## config.mk

```make
export PLATFORM = sky130hd
export DESIGN_NAME = mem_responder
export DESIGN_NICKNAME = d
export VERILOG_FILES = /design/src/rtl/mem_responder.sv
export SDC_FILE = /design/constraint.sdc
export NUM_CORES = 2
export LEC_CHECK = 0
export ABC_AREA = 1
export BUFFER_PORTS_ARGS = -buffer_cell sky130_fd_sc_hd__buf_4
export CORE_UTILIZATION = 45
export CTS_CLUSTER_SIZE = 10
export DETAILED_ROUTE_END_ITERATION = 8
export SKIP_LAST_GASP = 1
export SYNTH_ARGS = -nofsm -noshare
export SYNTH_HDL_FRONTEND = slang
export SYNTH_SLANG_ARGS = --single-unit
```

## constraint.sdc

```tcl
create_clock -name clock -period 6.6 [get_ports clock]
set_clock_uncertainty 0.05 [all_clocks]
set_input_delay 1.32 -clock clock [delete_from_list [all_inputs] [get_ports clock]]
set_output_delay 1.32 -clock clock [all_outputs]
set_load 0.005 [all_outputs]
```

## src/rtl/mem_responder.sv

```systemverilog
// ============================================================================
// Module   : mem_responder
// Brief    : Single-port memory responder with an instruction bank
//            (write-protected) and a data bank. Reads are returned after a
//            programmable latency; bad requests get a one-cycle error pulse.
// Revision : 1.0 - initial release
// ============================================================================
`default_nettype none

module mem_responder #(
    parameter int DATA_WIDTH   = 32,
    parameter int ADDR_WIDTH   = 8,
    parameter int DEPTH_WORDS  = 64,
    parameter int READ_LATENCY = 2
) (
    input  logic                  clock,
    input  logic                  reset,
    input  logic                  memReq,
    input  logic                  memRead,
    input  logic                  memSelect,
    input  logic [ADDR_WIDTH-1:0] memAddr,
    input  logic [DATA_WIDTH-1:0] memWData,
    output logic                  memReady,
    output logic [DATA_WIDTH-1:0] memRData,
    output logic                  memRValid,
    output logic                  memWAck,
    output logic                  memError
);

    localparam int IDX_BITS  = (DEPTH_WORDS > 1) ? $clog2(DEPTH_WORDS) : 1;
    localparam int WORD_BITS = ADDR_WIDTH - 2;
    localparam logic [WORD_BITS:0] DEPTH_LIMIT = (WORD_BITS + 1)'(DEPTH_WORDS);
    localparam logic [3:0] LAT_LOAD = 4'(READ_LATENCY - 1);

    typedef enum logic [2:0] {
        IDLE      = 3'd0,
        READ_WAIT = 3'd1,
        WRITE     = 3'd2,
        RESPOND   = 3'd3,
        ERROR     = 3'd4
    } state_t;

    state_t state;
    state_t next_state;
    logic [3:0] lat_cnt;
    logic [3:0] next_cnt;

    // Request captured at acceptance
    logic                  req_sel;
    logic [IDX_BITS-1:0]   req_index;
    logic [DATA_WIDTH-1:0] req_wdata;

    // Bank 0 = instruction (never written), bank 1 = data. Not reset.
    logic [DATA_WIDTH-1:0] bank [0:1][0:DEPTH_WORDS-1];

    logic [WORD_BITS-1:0] word_index;
    logic misaligned;
    logic out_of_range;
    logic write_protect;
    logic reject;
    logic accept;

    assign word_index    = memAddr[ADDR_WIDTH-1:2];
    assign misaligned    = |memAddr[1:0];
    assign out_of_range  = ({1'b0, word_index} >= DEPTH_LIMIT);
    assign write_protect = !memRead && !memSelect;
    assign reject        = misaligned || out_of_range || write_protect;
    assign accept        = (state == IDLE) && memReq;
    assign memReady      = (state == IDLE);

    // State register and latency counter
    always_ff @(posedge clock or posedge reset) begin
        if (reset) begin
            state   <= IDLE;
            lat_cnt <= 4'd0;
        end else begin
            state   <= next_state;
            lat_cnt <= next_cnt;
        end
    end

    // Next-state and counter logic
    always_comb begin
        next_state = state;
        next_cnt   = lat_cnt;
        case (state)
            IDLE: begin
                if (memReq) begin
                    if (reject) begin
                        next_state = ERROR;
                    end else if (memRead) begin
                        if (READ_LATENCY == 1) begin
                            next_state = RESPOND;
                            next_cnt   = 4'd0;
                        end else begin
                            next_state = READ_WAIT;
                            next_cnt   = LAT_LOAD;
                        end
                    end else begin
                        next_state = WRITE;
                    end
                end
            end
            READ_WAIT: begin
                // RESPOND is entered on the edge where the counter reaches zero
                if (lat_cnt <= 4'd1) begin
                    next_state = RESPOND;
                    next_cnt   = 4'd0;
                end else begin
                    next_cnt = lat_cnt - 4'd1;
                end
            end
            WRITE:   next_state = IDLE;
            RESPOND: next_state = IDLE;
            ERROR:   next_state = IDLE;
            default: begin
                next_state = IDLE;
                next_cnt   = 4'd0;
            end
        endcase
    end

    // Capture the request fields on the accepting edge
    always_ff @(posedge clock or posedge reset) begin
        if (reset) begin
            req_sel   <= 1'b0;
            req_index <= '0;
            req_wdata <= '0;
        end else if (accept) begin
            req_sel   <= memSelect;
            req_index <= memAddr[IDX_BITS+1:2];
            req_wdata <= memWData;
        end
    end

    // Registered response pulses; the read word is fetched in RESPOND and
    // presented with memRValid on the following cycle, keeping memRData zero
    // otherwise.
    always_ff @(posedge clock or posedge reset) begin
        if (reset) begin
            memRValid <= 1'b0;
            memRData  <= '0;
            memWAck   <= 1'b0;
            memError  <= 1'b0;
        end else begin
            memRValid <= (state == RESPOND);
            memRData  <= (state == RESPOND) ? bank[req_sel][req_index] : '0;
            memWAck   <= (next_state == WRITE);
            memError  <= (next_state == ERROR);
        end
    end

    // Data-bank write commits on the edge that leaves WRITE
    always_ff @(posedge clock) begin
        if (state == WRITE) begin
            bank[1][req_index] <= req_wdata;
        end
    end

endmodule

`default_nettype wire

```

==> out/results.txt <==
Hold crit path type: reg2reg
Reg2Reg Launch Point: req_index[0]$_DFFE_PP0P_
Max Slew Vio Count: 0
RSZ-0062 raised after global routing: false
CTS tree: built
Max cap viols: 0
Share of layout cells above drive strength 1: 9.514%
Worst vdd ir: 0.0007910 V
Comb power frac: 25.6%
YS warnings: 0
Setup repair bufs after CTS: 0
Die Width: 448.9 um
Synth area leaders: edfxtp_1, nand2_1, inv_1
Yosys cell types: 27
Most used cell, CP: nand2_1
Crit path cell chain: inv_8 -> buf_12 -> buf_4 -> nand2_1 -> nand3_1 -> nand2_1 -> o21ai_0 -> nand2_1 -> nor2_1 -> a21oi_1
Initial DRC count: 6637
Critical path class: reg2reg
Root Driver: clkbuf_16
Worst-margin pin slew: 1297 ps
Prevailing post-synth register cell: edfxtp_1
Die area: 0.2015 mm^2
Int Power: 25590 uW
Synth top cells by count: nand2_1, edfxtp_1, inv_1, nand3_1, nor2_1
Avg Inst Size Synth: 10.78 um^2
Final nets: 8451
Worst skew pair latency: 870 ps
Synth area leader: edfxtp_1
Core area: 0.1978 mm^2
Largest stage delay, worst path: 660 ps
Syn Inst Count: 8335
Placed Area: 0.09374 mm^2
CTS sink cnt: 2128
Buf+Inv Stages, Crit Path: 3
Worst path slowest cell: nor2_1
CTS Hold Bufs: 0
Post-Syn Area: 0.08988 mm^2
Worst R2R Path Depth: 10
CP Data Arrival Time: 5090 ps
Residual DRC count: 0
# setup viols final: 0
Post-synth top area share: 68.42%
Number of buffers created by CTS: 233
Drt wl/cell: 22.03 um
Max Freq: 0.2239 GHz
Post-Place Cells: 10.81k
Sum of negative setup slack: 0 ps
Vias: 57.43k
Fin area: 0.1003 mm^2
Setup crit end: memRData[5]$_DFF_PP0_
Crit. End Element: flip-flop
Row count: 163
Dpl hpwl: 131600 um
Worst R2R Setup Slack: 2130 ps
Syn Nets: 8382
Drt total wl: 246000 um
Slew margin rel.: 13.19%
First-pass GRT wire length: 360200 um
Layout Cells excl Fill: 11.17k
Initial antenna violation count: 9
Register area share after synthesis: 70.65%
Net Switching: 14350 uW
Top-count cell post-synth: nand2_1
Crit Path Max Fanout: 155
EDFF count, synth: 2048
Largest delay share family, worst path: buffers and inverters
Clock Power Share: 29.1%
GRT Total Usage: 24.20%
Pwr/cell area: 398.3 mW/mm^2
GRT overflow: 0
Routability cong.: 0.8437
CP required: 7220 ps
Initial Util: 45.43%
Pwr Total: 39940 uW
DRT Pass-1 Iters: 6
RR Endpoint: memRData[5]$_DFF_PP0_
CP Depth: 10
P&R area growth vs syn: 11.58%
Max H-tree Level: 4
Clock-pin slew on the worst setup and hold paths: 50 ps
Crit path launch type: flip-flop
Register bit total from synthesis: 2128
Drt via density: 5.142
Die Y: 448.9 um
Vias in the first global route: 54.56k
Tmin final: 4466 ps
# IOs: 81
Crit share post-route: 67.67%
I/O Buffers: 80
Largest net degree at the start of global routing: 225
Share of total power in sequential cells: 45.4%
Fin. Hold Viols: 0
Asr flop ratio synth: 3.759%
Final Core Density: 50.70%
Clk buf depth: 3
Static Leak: 0.04219 uW
Net Sw Frac: 35.94%
Worst setup startpoint: req_index[0]$_DFFE_PP0P_
Status: finished, final reports clean
Post-CTS Resized: 0
DRT antenna net count: 0
-- cells by family (layout without fill, tap and decap cells) --
| family | count (synthesis) | count (layout) | synth area share (%) |
|---|---|---|---|
| AOI/OAI and AO/OA | 430 | 430 | 2.575 |
| xor gates and xnor gates | 1 | 1 | 0.009746 |
| adders and majority gates | 2 | 2 | 0.02784 |
| buffers and inverters | 2003 | 2192 | 8.844 |
| DFF | 2128 | 2128 | 70.65 |
| muxes | 32 | 32 | 0.4009 |
| other | 0 | 5 | 0 |
| and+or+nand+nor | 3739 | 3739 | 17.49 |
-- stage by stage --
step / setup WS, ps / hold slack [ps]
after global routing: 2160 / 472.9
final: 2134 / 460.6
after global placement: 2255 / 440.4
after floorplan: 1796 / 425.5
after CTS: 2210 / 454.1
after detailed placement: 2212 / 451.0
-- layout make-up --
| class | instances | area, um^2 |
|---|---|---|
| clock inverter | 15 | 203.9 |
| sequential | 2128 | 63590 |
| antenna | 5 | 12.51 |
| inverter | 1631 | 6137 |
| timing repair buffer | 206 | 1734 |
| tap | 2640 | 3303 |
| multi-input combinational | 4204 | 18970 |
| clock buffer | 340 | 6336 |
| fill | 17436 | 97540 |
-- registers in the layout, summed over array words and instances, names as in the netlist --
register,count
memRData,32
req_index,6
req_wdata,32
bank,2048
memWAck,1
memError,1
memRValid,1
lat_cnt,4
state,3
-- routing by layer --
layer	routed length [um]	track usage, %	vias to the layer above
li1	-	-	26853
met1	105700	34.54	27988
met2	111600	37.63	2238
met3	20050	3.820	350
met4	8619	8.532	0
met5	0	0	-
-- layout by cell type (no fill, tap or decap), types with 2 or more instances in the layout --
| master | synthesis | routed |
|---|---|---|
| dfrtp_2 | 0 | 14 |
| mux2_2 | 32 | 32 |
| dfrtp_4 | 0 | 19 |
| buf_4 | 39 | 191 |
| clkbuf_16 | 0 | 236 |
| buf_12 | 0 | 15 |
| edfxtp_1 | 2048 | 2048 |
| or2_2 | 205 | 205 |
| clkinv_8 | 0 | 4 |
| clkbuf_8 | 0 | 4 |
| inv_16 | 0 | 3 |
| diode_2 | 0 | 5 |
| nor2_1 | 340 | 275 |
| nor3_2 | 0 | 6 |
| a21oi_1 | 39 | 39 |
| ha_1 | 2 | 2 |
| o21ai_0 | 196 | 196 |
| nor2_4 | 1 | 67 |
| nand2_4 | 0 | 2 |
| clkinv_2 | 0 | 2 |
| nand3_1 | 872 | 872 |
| clkbuf_1 | 89 | 100 |
| o211ai_1 | 64 | 64 |
| o21ai_1 | 130 | 130 |
| nor3_1 | 9 | 3 |
| or2_0 | 20 | 20 |
| inv_1 | 1628 | 1627 |
| dfrtp_1 | 80 | 47 |
| nand2_1 | 2287 | 2286 |
| inv_6 | 0 | 5 |
-- worst min-delay path by stage --
stage                                      to  cells past startpoint  slack (ps)                 startpoint
global route           bank[1][379]$_DFFE_PP_                      0         470  req_wdata[27]$_DFFE_PP0P_
CTS                 req_wdata[26]$_DFFE_PP0P_                      2         450                      reset
detailed placement  req_wdata[30]$_DFFE_PP0P_                      1         450  req_wdata[30]$_DFFE_PP0P_
global placement       bank[1][347]$_DFFE_PP_                      0         440  req_wdata[27]$_DFFE_PP0P_
floorplan              lat_cnt[1]$_DFFE_PP0P_                      2         430     lat_cnt[1]$_DFFE_PP0P_
finish              req_wdata[30]$_DFFE_PP0P_                      1         460  req_wdata[30]$_DFFE_PP0P_
-- power by group through the flow --
stage               combinational [uW]  clock (uW)  sequential [uW]
floorplan                         5850           0            17800
CTS                              10200       11800            18100
global placement                 10000           0            18300
global route                     11000       12300            18200
detailed placement               10100           0            18400
finish                           10200       11600            18100
-- worst register-to-register path, cell delays in order, from the launching register on --
cell and delay, ps:
dfrtp_4 650, inv_8 550, buf_12 610, buf_4 800, nand2_1 120, nand3_1 100, nand2_1 70, o21ai_0 290
nand2_1 110, nor2_1 660, a21oi_1 260
Power figures use the tool's default switching activity.
